## src/rtl/uart_bridge_pkg.sv

```systemverilog
// rtl/uart_bridge_pkg.sv - shared types and helpers for the UART word serializer
// FSM encoding, byte counts per word, ASCII control codes and nibble-to-hex mapping.
package uart_bridge_pkg;

  typedef enum logic [1:0] {
    ST_IDLE  = 2'd0,
    ST_SEND  = 2'd1,
    ST_GUARD = 2'd2
  } ser_state_t;

  localparam int BYTES_RAW = 4;
  localparam int BYTES_HEX = 10;

  localparam logic [7:0] ASCII_CR = 8'h0D;
  localparam logic [7:0] ASCII_LF = 8'h0A;

  // Uppercase hex: 0-9 -> '0'..'9', A-F -> 'A'..'F'
  function automatic logic [7:0] nibble_to_ascii(input logic [3:0] nib);
    if (nib < 4'd10) return 8'h30 + {4'h0, nib};
    else             return 8'h37 + {4'h0, nib};
  endfunction

endpackage

```

## src/rtl/uart_word_fifo.sv

```systemverilog
// rtl/uart_word_fifo.sv - synchronous word FIFO with registered full/empty
// Pointers carry one extra MSB so full and empty are distinguishable at equal indices.
module uart_word_fifo #(
  parameter int WIDTH = 32,
  parameter int DEPTH = 4
) (
  input  logic                     clk,
  input  logic                     rst,
  input  logic                     wr_en,
  input  logic [WIDTH-1:0]         wr_data,
  input  logic                     rd_en,
  output logic [WIDTH-1:0]         rd_data,
  output logic                     full,
  output logic                     empty,
  output logic [$clog2(DEPTH):0]   level
);

  localparam int AW = $clog2(DEPTH);

  logic [WIDTH-1:0] mem [DEPTH];
  logic [AW:0]      wr_ptr, rd_ptr;
  logic [AW:0]      wr_ptr_nxt, rd_ptr_nxt;
  logic             push, pop;

  assign push       = wr_en & ~full;
  assign pop        = rd_en & ~empty;
  assign wr_ptr_nxt = wr_ptr + {{AW{1'b0}}, push};
  assign rd_ptr_nxt = rd_ptr + {{AW{1'b0}}, pop};

  always_ff @(posedge clk) begin
    if (rst) begin
      wr_ptr <= '0;
      rd_ptr <= '0;
      full   <= 1'b0;
      empty  <= 1'b1;
    end else begin
      wr_ptr <= wr_ptr_nxt;
      rd_ptr <= rd_ptr_nxt;
      empty  <= (wr_ptr_nxt == rd_ptr_nxt);
      full   <= (wr_ptr_nxt[AW] != rd_ptr_nxt[AW]) &&
                (wr_ptr_nxt[AW-1:0] == rd_ptr_nxt[AW-1:0]);
    end
  end

  always_ff @(posedge clk) begin
    if (push) mem[wr_ptr[AW-1:0]] <= wr_data;
  end

  assign rd_data = mem[rd_ptr[AW-1:0]];
  assign level   = wr_ptr - rd_ptr;

endmodule

```

## src/rtl/uart_tx_word_serializer.sv

```systemverilog
// rtl/uart_tx_word_serializer.sv - buffers 32-bit words and feeds them bytewise to the UART TX
// UART_TX_SER_HEX_EN: send each word as 8 ASCII hex digits plus CR LF instead of 4 raw bytes.
module uart_tx_word_serializer
  import uart_bridge_pkg::*;
#(
  parameter int DEPTH     = 4,
  parameter bit LSB_FIRST = 1'b1
) (
  input  logic                     clk,
  input  logic                     rst,
  input  logic [31:0]              i_word,
  input  logic                     i_word_valid,
  output logic                     o_word_ready,
  output logic [7:0]               o_tx_data,
  output logic                     o_tx_valid,
  input  logic                     i_tx_ready,
  output logic                     o_busy,
  output logic [$clog2(DEPTH):0]   o_level
);

`ifdef UART_TX_SER_HEX_EN
  localparam logic [3:0] LAST_IDX = 4'(BYTES_HEX - 1);
`else
  localparam logic [3:0] LAST_IDX = 4'(BYTES_RAW - 1);
`endif

  ser_state_t  state, state_nxt;
  logic [31:0] hold_q, hold_d;
  logic [3:0]  idx_q, idx_d;
  logic [31:0] fifo_head;
  logic        fifo_full, fifo_empty, fifo_pop;
  logic [7:0]  byte_sel;

  uart_word_fifo #(
    .WIDTH (32),
    .DEPTH (DEPTH)
  ) u_fifo (
    .clk     (clk),
    .rst     (rst),
    .wr_en   (i_word_valid),
    .wr_data (i_word),
    .rd_en   (fifo_pop),
    .rd_data (fifo_head),
    .full    (fifo_full),
    .empty   (fifo_empty),
    .level   (o_level)
  );

  always_ff @(posedge clk) begin
    if (rst) begin
      state  <= ST_IDLE;
      hold_q <= '0;
      idx_q  <= '0;
    end else begin
      state  <= state_nxt;
      hold_q <= hold_d;
      idx_q  <= idx_d;
    end
  end

  // GUARD spends one idle cycle after every accepted byte so the
  // transmitter's late ready drop can never admit a second byte.
  always_comb begin
    state_nxt = state;
    hold_d    = hold_q;
    idx_d     = idx_q;
    fifo_pop  = 1'b0;
    case (state)
      ST_IDLE: begin
        if (!fifo_empty) begin
          fifo_pop  = 1'b1;
          hold_d    = fifo_head;
          idx_d     = '0;
          state_nxt = ST_SEND;
        end
      end
      ST_SEND: begin
        if (i_tx_ready) state_nxt = ST_GUARD;
      end
      ST_GUARD: begin
        if (idx_q == LAST_IDX) begin
          idx_d     = '0;
          state_nxt = ST_IDLE;
        end else begin
          idx_d     = idx_q + 4'd1;
          state_nxt = ST_SEND;
        end
      end
      default: state_nxt = ST_IDLE;
    endcase
  end

`ifdef UART_TX_SER_HEX_EN
  always_comb begin
    byte_sel = 8'h00;
    if (idx_q < 4'd8)       byte_sel = nibble_to_ascii(hold_q[{3'd7 - idx_q[2:0], 2'b00} +: 4]);
    else if (idx_q == 4'd8) byte_sel = ASCII_CR;
    else                    byte_sel = ASCII_LF;
  end
`else
  logic [1:0] lane;
  assign lane     = LSB_FIRST ? idx_q[1:0] : (2'd3 - idx_q[1:0]);
  assign byte_sel = hold_q[{lane, 3'b000} +: 8];
`endif

  assign o_word_ready = ~fifo_full;
  assign o_tx_valid   = (state == ST_SEND);
  assign o_tx_data    = o_tx_valid ? byte_sel : 8'h00;
  assign o_busy       = ~fifo_empty | (state != ST_IDLE);

endmodule
```

## config.mk

```make
export PLATFORM = sky130hd
export DESIGN_NAME = uart_tx_word_serializer
export DESIGN_NICKNAME = d
export VERILOG_FILES = /design/src/rtl/uart_bridge_pkg.sv /design/src/rtl/uart_word_fifo.sv /design/src/rtl/uart_tx_word_serializer.sv
export SDC_FILE = /design/constraint.sdc
export NUM_CORES = 1
export LEC_CHECK = 0
export ABC_AREA = 0
export CAP_MARGIN = 20
export CORE_ASPECT_RATIO = 2
export CORE_MARGIN = 8
export CORE_UTILIZATION = 58
export DETAILED_ROUTE_END_ITERATION = 7
export GPL_TIMING_DRIVEN = 0
export PLACE_DENSITY = 0.89
export SLEW_MARGIN = 0
export SYNTH_ARGS = -nofsm -noshare
export SYNTH_HDL_FRONTEND = slang
export SYNTH_HIERARCHICAL = 1
export SYNTH_SLANG_ARGS = --single-unit
export TNS_END_PERCENT = 50
```

## constraint.sdc

```tcl
create_clock -name clk -period 2.75 [get_ports clk]
set_input_delay 0.4125 -clock clk [delete_from_list [all_inputs] [get_ports clk]]
set_output_delay 0.4125 -clock clk [all_outputs]
set_load 0.02 [all_outputs]
```

==> impl_metrics.tcl <==
set metrics [dict create \
    drive_above_1_share_pct 21.8 \
    crit_family "buffers and inverters" \
    syn_nets 446 \
    grt_antenna_before_repair 0 \
    synth_edf_count 128 \
    cts_sinks 174 \
    vias_per_cell 5.86 \
    final_cells 631 \
    clock_latency_ns 0.41 \
    die-area_um2 15700 \
    power_w 0.00649 \
    critPathMaxFanout 10 \
    critPathBufInv 2 \
    num_vias 3696 \
    synth_area_um2 6810 \
    powerDensity_nw_per_um2 797 \
    final_util_pct 70.4 \
    pin_count 50 \
    max_freq_ghz 0.381 \
    nFillCells 712 \
    r2r_cells 10 \
    synthFlopType "edfxtp_1" \
    dp.cells 599 \
    routabilityCongestion 0.847 \
    critPathRequiredTime_ns 2.34 \
    overflow 0 \
    post-dp-hpwl_mm 8.92 \
    die_x_um 92.6 \
    drt_pass1_iterations 4 \
    area_growth_pct 19.5 \
    status "complete, no violations" \
    ys_ff_latch 174 \
    hp-class "reg -> reg" \
    dr_wl_met2_mm 7.61 \
    slowest_stage "clkdlybuf4s50_1" \
    io_buffer_count 49 \
    final_cell_mix "edfxtp_1, nand2_1, dfxtp_1, clkdlybuf4s50_1, mux4_2" \
    switching_share_pct 24.2 \
    maxSlewHeadroom_pct 39.6 \
    criticalPathCategory "reg -> out" \
    r2r_end "u_fifo/full" \
    synth_area_leaders "edfxtp_1, dfxtp_1, mux4_2" \
    min_to "hold_q[9]" \
    track_usage_pct 18.2 \
    clkTransAtPathRegs_ns 0.06 \
    startpoint_type "register" \
    cts_buffer_depth 2 \
    grt_pass1_wl_mm 21.2 \
    coreArea_um2 11600 \
    slew_viol_final 0 \
    num_antenna_cells 0 \
    grt_max_degree 33 \
    synth.largest_area_cell "edfxtp_1" \
    h-tree-depth 4 \
    max-vdd-ir-drop_mv 0.574 \
    netlist.area_leader.share_pct 56.4 \
    multiInputGateArea_um2 1850 \
    min_from "hold_q[9]" \
    rsz0062_at_grt "false" \
    setup_ws_ns 0.126 \
    comb_power_share_pct 15.0 \
    ys_types 36 \
    hold_viol 0 \
    dp_slack_ns 0.366 \
    finalCritPeriodShare_pct 95.4 \
    rrSetupSlack_ns 0.31 \
    fin_skew_ns 0.00960 \
    regArea_um2 4760 \
    yosysWarnings 6 \
    critPathCaptureType "output port" \
    ys_seq_area_share_pct 69.9 \
    maxCapViolCount 0 \
    power_frac_seq_pct 48.1 \
    cts_tree "done" \
    drtIter0Drc 319 \
    cts-root-buf "clkbuf_16" \
    avgSynthCellArea_um2 16.9 \
    clkPwrFrac_pct 37.0 \
    rr_startpoint "state[0]" \
    maxUsedRoutingLayer "met4" \
    worst_pin_slew_ns 0.906 \
    met1_length_mm 4.91 \
    switchingPower_w 0.00157 \
    wl_per_cell_um 21.6 \
    drc 0 \
    dieHeight_um 169 \
    max_stage_delay_ns 0.56 \
    first_global_vias 3986 \
    worstPathArrival_ns 2.21 \
    final_antenna_net_count 0 \
    wl_met3_um 648 \
    wirelength_mm 13.6 \
    initial_core_util_pct 58.9 \
    hold_path_depth 2 \
    synthArstFlopShare_pct 0 \
    final_common_cell "edfxtp_1" \
    synthCells 403 \
    setup_viol 0 \
    p_leak_nw 2.77 \
    final_nets 516 \
    cts_made_buffers 17 \
    p_int_w 0.00492 \
    rows 56 \
    path_cells "buf_4 > mux4_2 > nor2b_1 > clkdlybuf4s50_1" \
    timing.final.crit_period_ns 2.62 \
]
[what timing repair did]
action	CTS	global route
setup endpoints to repair	1	3
buffers inserted	0	0
hold endpoints to repair	0	0
hold buffers	0	0
gates resized for setup	1	3
[per-stage QoR]
step | hold slack, ns | TNS [ns] | area [um2]
final | 0.458 | 0 | 8140
after floorplan | 0.432 | 0 | 6810
after detailed placement | 0.448 | 0 | 7540
after global placement | 0.444 | -86.73 | 7480
after CTS | 0.461 | 0 | 8140
after global routing | 0.480 | 0 | 8140
[flip-flops by register name (all words and copies together), names as in the netlist]
name,count
u_fifo/wr_ptr,3
u_fifo/empty,1
state,2
u_fifo/full,1
hold_q,32
u_fifo/mem,128
idx_q,4
u_fifo/rd_ptr,3
[power groups by stage]
stage	Sequential [W]	Combinational, W	Clock, W
global placement	0.00316	0.000924	0
floorplan	0.00313	0.000673	0
CTS	0.00312	0.000980	0.00242
finish	0.00312	0.000972	0.00240
detailed placement	0.00317	0.000960	0
global route	0.00313	0.00104	0.00253
[cell families (layout without fill, tap and decap cells)]
| group | Yosys count | count (layout) | share of synthesized area [%] |
|---|---|---|---|
| mux | 40 | 40 | 13.6 |
| compound gates | 45 | 45 | 3.93 |
| buf+inv | 28 | 111 | 3.18 |
| flops | 174 | 174 | 69.9 |
| simple gates | 102 | 102 | 7.11 |
| fa+ha+maj | 7 | 7 | 1.40 |
| xor+xnor | 7 | 7 | 0.900 |
[cells in the mapped netlist (6+ instances only)]
cell and count:
a21oi_1 26, nor2_1 6, nand2_2 9, mux4_2 34, buf_2 7, a21oi_2 9, edfxtp_1 128, dfxtp_1 46
inv_1 6, nor2b_1 17, mux4_1 6, o21ai_0 6, nand2_1 58, ha_1 6
[layout make-up]
| cell class | count | area share (%) |
|---|---|---|
| plain buffers | 21 | 2.27 |
| clock buffers | 20 | 5.36 |
| clock inverters | 12 | 1.95 |
| inverters | 7 | 0.384 |
| multi-input cells | 201 | 22.7 |
| flip-flops and latches | 174 | 58.5 |
| well taps | 145 | 2.23 |
| repair buffers | 51 | 6.59 |
[tightest hold or removal path: cells and delay by family (launching register included)]
kind / cells / cell delay, ns
flops: 1 / 0.31
simple gates: 1 / 0.05
compound gates: 1 / 0.06
[worst max-delay path by stage]
stage                       from                end  slack, ns  cells after the start
finish                  idx_q[1]       o_tx_data[1]       0.13                      4
detailed placement      state[0]        u_fifo/full       0.37                     10
global route            idx_q[1]       o_tx_data[1]       0.04                      4
global placement    i_word_valid  u_fifo/mem[3][22]      -1.23                      4
floorplan           i_word_valid   u_fifo/mem[1][0]       0.27                      3
CTS                     idx_q[0]       o_tx_data[5]       0.02                      4
[routing by layer]
layer,GRT usage (%),up-vias
met3,4.16,32
li1,-,1670
met2,32.8,146
met1,19.2,1848
met5,0,-
met4,8.90,0
No activity file was read; power rests on OpenSTA's default activity.
